$ cat src/rtl/instruction_memory.sv
// -----------------------------------------------------------------------------
// instruction_memory
//
// Word-addressed instruction ROM for the MIPS datapath. It takes a byte PC and
// returns the addressed 32-bit instruction word one clock later. Contents start
// as a small built-in program.
//
// Optional feature: define IMEM_PROG_PORT_EN to add a programming write port.
// The memory then becomes writable, and reads are read-before-write on the
// same edge.
//
// Ports:
//   clk        in   1      rising-edge clock
//   rst        in   1      asynchronous active-high reset (out/addr_err only)
//   pc         in   32     byte address of the instruction to fetch
//   prog_we    in   1      write enable           (IMEM_PROG_PORT_EN only)
//   prog_addr  in   log2D  word index to write    (IMEM_PROG_PORT_EN only)
//   prog_data  in   32     word to write          (IMEM_PROG_PORT_EN only)
//   out        out  32     fetched instruction word (registered)
//   addr_err   out  1      last fetch was misaligned or out of range (registered)
// -----------------------------------------------------------------------------
module instruction_memory #(
    parameter int unsigned DEPTH     = 64,
    parameter logic [31:0] BASE_ADDR = 32'h0000_0000
) (
    input  logic                     clk,
    input  logic                     rst,
    input  logic [31:0]              pc,
`ifdef IMEM_PROG_PORT_EN
    input  logic                     prog_we,
    input  logic [$clog2(DEPTH)-1:0] prog_addr,
    input  logic [31:0]              prog_data,
`endif
    output logic [31:0]              out,
    output logic                     addr_err
);

    localparam int unsigned AddrW = $clog2(DEPTH);

    // Built-in boot program; every word past the program is zero.
    function automatic logic [31:0] boot_word(input logic [AddrW-1:0] idx);
        logic [31:0] w;
        case (int'(idx))
            0:       w = 32'h2008_0005; // addi $t0,$zero,5
            1:       w = 32'h2009_000A; // addi $t1,$zero,10
            2:       w = 32'h0109_5020; // add  $t2,$t0,$t1
            3:       w = 32'h0128_5822; // sub  $t3,$t1,$t0
            4:       w = 32'hAC0A_0000; // sw   $t2,0($zero)
            5:       w = 32'h8C0C_0000; // lw   $t4,0($zero)
            default: w = 32'h0000_0000;
        endcase
        return w;
    endfunction

    logic [31:0]      off;
    logic [AddrW-1:0] word_idx;
    logic             in_range;
    logic             misaligned;
    logic [31:0]      rd_data;
    logic [31:0]      out_d, out_q;
    logic             err_d, err_q;

    // Offset wraps modulo 2^32; the pc >= BASE_ADDR term rejects wrapped values.
    assign off        = pc - BASE_ADDR;
    assign word_idx   = off[AddrW+1:2];
    // DEPTH is a power of two, so idx < DEPTH means all upper offset bits are zero.
    assign in_range   = (pc >= BASE_ADDR) && (off[31:AddrW+2] == '0);
    assign misaligned = (pc[1:0] != 2'b00);

    // Byte-lane bits are ignored for the fetch itself.
    logic unused_off;
    assign unused_off = ^off[1:0];

`ifdef IMEM_PROG_PORT_EN
    typedef logic [31:0] mem_t [DEPTH];

    function automatic mem_t boot_image();
        mem_t img;
        for (int i = 0; i < int'(DEPTH); i++) begin
            img[i] = boot_word(AddrW'(i));
        end
        return img;
    endfunction

    // Power-up contents are loaded at elaboration; reset never touches them.
    mem_t mem_q = boot_image();

    // Writes ignore rst: reset only blocks the fetch registers.
    always_ff @(posedge clk) begin
        if (prog_we) begin
            mem_q[prog_addr] <= prog_data;
        end
    end

    // Combinational read of the current contents; the fetch register captures
    // the pre-write value on an edge that also writes the same word.
    assign rd_data = mem_q[word_idx];
`else
    assign rd_data = boot_word(word_idx);
`endif

    always_comb begin
        out_d = 32'h0000_0000;
        err_d = 1'b0;
        if (in_range) begin
            out_d = rd_data;
        end
        if (!in_range || misaligned) begin
            err_d = 1'b1;
        end
    end

    always_ff @(posedge clk or posedge rst) begin
        if (rst) begin
            out_q <= 32'h0000_0000;
            err_q <= 1'b0;
        end else begin
            out_q <= out_d;
            err_q <= err_d;
        end
    end

    assign out      = out_q;
    assign addr_err = err_q;

endmodule

$ cat config.mk
export PLATFORM = sky130hd
export DESIGN_NAME = instruction_memory
export DESIGN_NICKNAME = d
export VERILOG_FILES = /design/src/rtl/instruction_memory.sv
export SDC_FILE = /design/constraint.sdc
export NUM_CORES = 1
export LEC_CHECK = 0
export BUFFER_PORTS_ARGS = -buffer_cell sky130_fd_sc_hd__buf_4
export CORE_AREA = 8 8 53 55
export CTS_BUF_LIST = sky130_fd_sc_hd__clkbuf_4 sky130_fd_sc_hd__clkbuf_8
export CTS_CLUSTER_DIAMETER = 80
export DETAILED_ROUTE_END_ITERATION = 7
export DIE_AREA = 0 0 61 63
export GPL_ROUTABILITY_DRIVEN = 0
export PLACE_DENSITY = 0.77
export SLEW_MARGIN = 20
export SYNTH_ARGS = -nofsm -noshare
export SYNTH_HDL_FRONTEND = slang
export SYNTH_SLANG_ARGS = --single-unit
$ cat constraint.sdc
create_clock -name clk -period 0.8 [get_ports clk]
set_clock_uncertainty 0.15 [all_clocks]
set_input_delay 0.08 -clock clk [delete_from_list [all_inputs] [get_ports clk]]
set_output_delay 0.08 -clock clk [all_outputs]
set_load 0.03 [all_outputs]
Yosys cells after proc, flatten, opt, wreduce, memory -nomap -nowiden
Cells that the tools add are included.

Bits in registers: 33. Latch bits: 0. Bits in writable memories: 0. Memory bits (read-only): 0. Word-level logic and storage cells: 17. Memories: 0.

Add/subtract/negate cells: 0. Multiply operators: 0. Div/mod/pow operators: 0. Order comparisons: 1. Equal/unequal tests: 5. Shifts and indexed selects: 0. Muxes and demuxes: 3. Bitwise operators: 0. Reductions and logical operators: 6.

Operator list (count): 32-bit one-hot mux with 6 select lines (1); 32-bit by 1-bit greater-or-equal comparator with 1-bit output (second input constant) (1); 32-bit two-way mux (1); 24-bit logical NOT (1); 6-bit by 2-bit equality test with 1-bit output (second input constant) (2); 6-bit by 3-bit equality test with 1-bit output (second input constant) (2); 6-bit by 1-bit equality test with 1-bit output (second input constant) (1); 6-bit logical NOT (1); 2-bit nonzero test (1); 1-bit logical AND (1); 1-bit logical NOT (1); 1-bit logical OR (1); 1-bit two-way mux (1).

Longest topological paths before layout
Gate-level depths: netlist (run 1).

Depth in word-level cells: 5. Mapped depth: 4. Depth with buffers taken out: 3.

Worst setup path before layout (run 1)
OpenSTA, ideal clock, no wires.

Path type: input to register. Start: in pc[20]. End: reg err_q (netlist: addr_err). Setup time: 0.139 ns. Arrival: 0.934 ns. Data required time: 0.511 ns. Path slack: -0.422 ns. Cell stages on the path: 3. Buffers on the path: 0. Cells stage by stage: nor4_1 nand4_1 or4_1.

Cells in the longest elaborated chain, start to end: 5. Elaborated cells on any way between the ends: 6. Classes of those cells: order compare: 1; mux: 1; reduce/logical: 4.

Ends and longest elaborated chain: from (decl) (RTL line 28) `input logic [31:0] pc,`; 32-bit by 1-bit greater-or-equal comparator with 1-bit output / 24-bit logical NOT (equally long branches) (RTL line 67) `assign in_range = (pc >= BASE_ADDR) && (off[31:AddrW+2] == '0);`; 1-bit logical AND (*) (RTL line 67); 1-bit logical NOT (*) (RTL line 108) `if (!in_range || misaligned) begin`; 1-bit logical OR (*) (RTL line 108); 1-bit two-way mux (*) (RTL line 108); via err_d (RTL line 61) `logic err_d, err_q;`; to (signal assigned) (RTL line 119) `err_q <= err_d;`; to (decl) (RTL line 61).

Mark *: on every way through the listed nets, which the timed path passes. The rest lies on a longest branch.

==> summary.md, run 1 <==
| Metric | Value |
|---|---|
| Clk sinks | `12` |
| Vias in the first global route | `818` |
| Synth cell types | `17` |
| Average routed wire per standard cell | `14.0 um` |
| Most common cell after layout, fill and taps aside | `buf_4` |
| Most frequent cells in the layout | `buf_4 (34), buf_6 (27), conb_1 (14)` |
| Starting DRT DRC Count | `14` |
| Num CTS Buffers | `3` |
| Failing checks | `hold timing, setup timing` |
| Max-Cap Viols | `0` |
| Final period utilization | `138%` |
| Peak supply drop | `509 uV` |
| Critical path, cell by cell | `buf_6` |
| Post-route ant nets | `0` |
| Crit path kind | `reg -> out` |
| Htree depth | `1` |
| Routing usage on met1 | `9.76%` |
| Max incr delay on CP | `0.44 ns` |
| Vias per cell | `4.44` |
| WP data required | `0.57 ns` |
| PnR worst setup slack | `-0.304 ns` |
| Max Clock Freq | `905 MHz` |
| Remaining global-route overflow | `0` |
| Mean Syn Cell Area | `9.02 um^2` |
| Total Wirelength | `2220 um` |
| WP depth | `1` |
| Final HPWL DP | `1730 um` |
| Antenna violations before repair | `0` |
| Crit path DAT | `0.87 ns` |
| Pin count of the biggest net entering global routing | `13` |
| Maximum clock path buffer count | `2` |
| Buf+Inv Stages, Crit Path | `1` |
| Core ar. | `2060 um^2` |
| Area added between synthesis and finish | `96.9%` |
| Drt pass-1 iters | `2` |
| Drc violations | `0` |
| YS warnings | `0` |
| Via count | `701` |
| CP max-delay cell | `dfrtp_2` |
| Hold Path Depth | `2` |
| Max-slew violations | `0` |
| Most Used Layer, Global Route | `met2` |
| Pwr Total | `1420 uW` |
| Static leakage | `0.000670 uW` |
| I/O Buffers | `52` |
| FILL cells | `171` |
| Fin. Hold Viols | `7` |
| Hold-fix buffers, CTS | `1` |
| Run status | `finished, violations left` |
| Die W | `61 um` |
| Post-route core utilization | `65.4%` |
| CP top delay family | `flip-flops` |
| Die Y | `63 um` |
| Antenna diode count | `0` |
| Synthesized area | `686 um^2` |
| Num rows | `17` |
| CP Max Fanout | `4` |
| DIE AREA | `3840 um^2` |
| All-layer global routing usage | `11.7%` |
| Ratio of cells with drive above 1 in the final layout | `66.2%` |
| Syn Inst Count | `76` |
| Clock root buffer | `clkbuf_4` |
| Nets | `165` |
| Starting density of the core | `33.2%` |
| Endpoint class of the critical path | `output pin` |
| Tmin final | `1.10 ns` |
| Power Dens Cells | `1050 nW/um^2` |
| Hold crit path type | `in -> reg` |
| Unrepaired setup endpoints after global routing | `true` |
| Hold slack final | `-0.159 ns` |
| Register area share after synthesis | `43.8%` |
| CTS tree | `yes` |
| Crit start category | `flop` |
| Number of synthesized register bits | `12` |
| Clock-pin slew on the worst setup and hold paths | `0.07 ns` |
| Setup Viol. Count Final | `31` |
| Post-route setup TNS | `-6.41 ns` |
| Top Ports | `67` |
| First-pass GRT wire length | `3390 um` |
| GR Util met3 | `4.73%` |
| Met2 usage in global routing | `20.6%` |
[Yosys cell counts (all sizes together)]
cell	instances	area, um^2
inv	1	3.75
nand3	2	10.0
nand4b	1	8.76
buf	21	158
xor2	1	8.76
nor2	1	3.75
dfrtp	12	300
nor4	7	50.1
a21oi	1	5.00
conb	1	3.75
clkbuf	4	15.0
or4	1	7.51
nor3	12	60.1
nand4	1	6.26
nand3b	2	15.0
nand2	8	30.0
[through the flow]
| step | instance area [um^2] | worst slack [ns] | instances |
|---|---|---|---|
| final | 1350 | -0.304 | 158 |
| after global routing | 1350 | -0.343 | 158 |
| after CTS | 1320 | -0.299 | 158 |
| after detailed placement | 1100 | -0.563 | 151 |
| after global placement | 1100 | -0.538 | 151 |
| after floorplan | 827 | -0.406 | 89 |
[worst paths after layout]
path,start,endpoint,slack [ns]
max,out[24],out[12],-0.30
min,pc[1],addr_err,-0.16
max in group asynchronous,rst,out[24],0.15
min in group asynchronous,rst,addr_err,0.19
[cell type report]
type / count / area (um^2) / share of cell area (%)
inverters: 1 / 3.75 / 0.278
clock buffers: 4 / 36.3 / 2.69
well taps: 28 / 35.0 / 2.60
repair buffers: 62 / 569 / 42.2
flip-flops and latches: 12 / 305 / 22.6
multi-input cells: 51 / 400 / 29.7
[layer usage]
layer  routed length (um)  share of wire (%)
met5                    0                  0
met4                   72                3.2
met2                 1190                 53
met1                  671                 30
met3                  288                 13
[sequential cells by signal (all words and copies together) (netlist names)]
name / cells
out: 11
addr_err: 1
[what timing repair did]
action | 4_1_cts | 5_1_grt
endpoints found under the setup margin | 31 | 31
cloned | 1 | 0
buffers inserted | 1 | 0
pin swaps | 11 | 0
hold endpoints to repair | 21 | 5
gates resized for setup | 38 | 6
[power by group]
group          switching [uW]  internal [uW]
registers          0.00000294            606
clock network             210            277
logic                     180            151
[cell families (layout without fill, tap and decap cells)]
kind of cell              Yosys count  count (layout)  share of synthesized area [%]
and+or+nand+nor                    35              35                           27.9
buffers and inverters              26              67                           25.7
DFF                                12              12                           43.8
other                               1              14                          0.547
AOI/OAI and AO/OA                   1               1                          0.729
xor gates and xnor gates            1               1                           1.28
Note: power is estimated with default switching activity, not from simulation.
==> inputs of run 2 (changes only) <==
Settings changed: CORE_AREA 8 8 53 55 to 2 2 47 49, DIE_AREA 0 0 61 63 to 0 0 49 51, SETUP_SLACK_MARGIN from default to 0.05, SLEW_MARGIN 20 to 15.
==> run 2 against run 1 <==
The flow still finishes with violations (hold timing, setup timing). Maximum frequency rose by 0.75%. Non-clock buffer count did not move. Core utilization rose by 0.61 points. Combinational power rose by 2%. Power fell by 1.2%. Setup slack improved by 0.0082 ns. Via count rose by 1.1%. Critical endpoint unchanged. Global-route usage rose by 4.0 points. Highest routed layer unchanged.
==> summary.md, run 2 (synthesis gave the netlist of run 1 again) <==
| Metric | Value |
|---|---|
| Critical path, cell by cell | `buf_6` |
| Setup Viol. Count Final | `31 (unchanged)` |
| Post-Place Cells | `151 (unchanged)` |
| Max reg flops | `11 (unchanged)` |
| PnR worst setup slack | `-0.296 ns (+0.00820 ns)` |
| Antenna diode count | `0 (unchanged)` |
| Clock-pin slew on the worst setup and hold paths | `0.07 ns (about the same)` |
| Pin count of the biggest net entering global routing | `13 (unchanged)` |
| Post-route insts no fill | `158 (unchanged)` |
| Endpoint class of the critical path | `output pin` |
| All-layer global routing usage | `15.7% (+4.0 points)` |
| Starting density of the core | `33.2% (unchanged)` |
| Most common cell after layout, fill and taps aside | `buf_4` |
| CP max-delay cell | `dfrtp_2` |
| I/O Buffers | `52 (unchanged)` |
| Final Instance Area | `1360 um^2 (+0.93%)` |
| Unrepaired setup endpoints after global routing | `true` |
| Area added between synthesis and finish | `98.7%` |
| Static leakage | `0.000672 uW (+0.26%)` |
| Final period utilization | `137% (-1.0 points)` |
| Antenna violations before repair | `0 (unchanged)` |
| Hold-fix buffers, CTS | `1 (unchanged)` |
| Htree depth | `1 (unchanged)` |
| Most frequent cells in the layout | `buf_4 (33), buf_6 (28), conb_1 (14)` |
| WP data required | `0.57 ns (about the same)` |
| Clk sinks | `12 (unchanged)` |
| Peak supply drop | `682 uV (+34%)` |
| Nets | `165 (unchanged)` |
| Post-route core utilization | `66.0% (+0.61 points)` |
| Max Clock Freq | `912 MHz (+0.75%)` |
| Drc violations | `0 (unchanged)` |
| Vias in the first global route | `714 (-13%)` |
| CP top delay family | `flip-flops` |
| Drt pass-1 iters | `5 (+3)` |
| Hold crit path type | `in -> reg` |
| Max-Cap Viols | `0 (unchanged)` |
| Die Y | `51 um (-19%)` |
| Tmin final | `1.10 ns (-0.00820 ns)` |
| Buf+Inv Stages, Crit Path | `1 (unchanged)` |
| Fin. Hold Viols | `5 (-2)` |
| Ratio of cells with drive above 1 in the final layout | `66.2% (unchanged)` |
| Power Dens Cells | `1030 nW/um^2 (-2.1%)` |
| First-pass GRT wire length | `2990 um (-12%)` |
| Remaining global-route overflow | `0 (unchanged)` |
| Via count | `709 (+1.1%)` |
| Total Wirelength | `1780 um (-20%)` |
| Top Ports | `67 (unchanged)` |
| Crit start category | `flop` |
| CTS tree | `yes` |
| Post-route ant nets | `0 (unchanged)` |
| Hold slack final | `-0.143 ns (+0.0164 ns)` |
| Average routed wire per standard cell | `11.3 um (-20%)` |
| DIE AREA | `2500 um^2 (-35%)` |
| Crit path kind | `reg -> out` |
| Final HPWL DP | `1350 um (-22%)` |
| Pwr Total | `1410 uW (-1.2%)` |
| CP Max Fanout | `4 (unchanged)` |
| Vias per cell | `4.49 (+1.1%)` |
| Die W | `49 um (-20%)` |
| Run status | `finished, violations left` |
| Clock root buffer | `clkbuf_4` |
| Core ar. | `2060 um^2 (unchanged)` |
| Max incr delay on CP | `0.45 ns (about the same)` |
| Num CTS Buffers | `3 (unchanged)` |
| Starting DRT DRC Count | `13 (-1)` |
| Maximum clock path buffer count | `2 (unchanged)` |
| Failing checks | `hold timing, setup timing` |
| DP Area | `1100 um^2 (unchanged)` |
| Max-slew violations | `0 (unchanged)` |
| Num rows | `17 (unchanged)` |
| Crit path DAT | `0.87 ns (about the same)` |
[run 2: cell type report]
type	count	area (um^2)
multi-input cells	51	409
flip-flops and latches	12	305
clock buffers	4	36.3
repair buffers	62	573
fillers	168	701
inverters	1	3.75
well taps	28	35.0
[run 2: repair_timing]
item                                    CTS  global route
endpoints found under the setup margin   31            31
cloned                                    1             0
endpoints found under the hold margin    20             4
pin swaps                                11             1
setup buffers                             1             0
gates resized for setup                  41             5
[run 2: stage by stage]
step           setup TNS [ns]  setup slack, ns  hold WS [ns]
6_report                -6.43           -0.296        -0.143
5_1_grt                 -7.97           -0.358        -0.128
4_1_cts                 -6.38           -0.303        -0.149
3_5_place_dp            -5.32           -0.572       -0.0701
3_3_place_gp            -4.85           -0.539       -0.0748
2_1_floorplan           -3.34           -0.406        -0.206
[run 2: final timing paths]
kind	start	endpoint	cells after the start
max	out[24]	out[12]	1
min	pc[1]	addr_err	2
max in group asynchronous	rst	out[27]	4
min in group asynchronous	rst	out[17]	4
[run 2: power by group]
part	internal, uW	leakage (uW)	switching [uW]	total, uW
Combinational	154	0.000495	182	336
Clock	277	0.0000210	188	464
Sequential	606	0.000156	0.00000291	606
Total	1040	0.000672	370	1410
[run 2: layer usage]
metal,wire length (um),track usage (%)
met1,553,14.8
met2,1050,31.3
met3,120,1.17
met4,53,12.4
met5,0,0
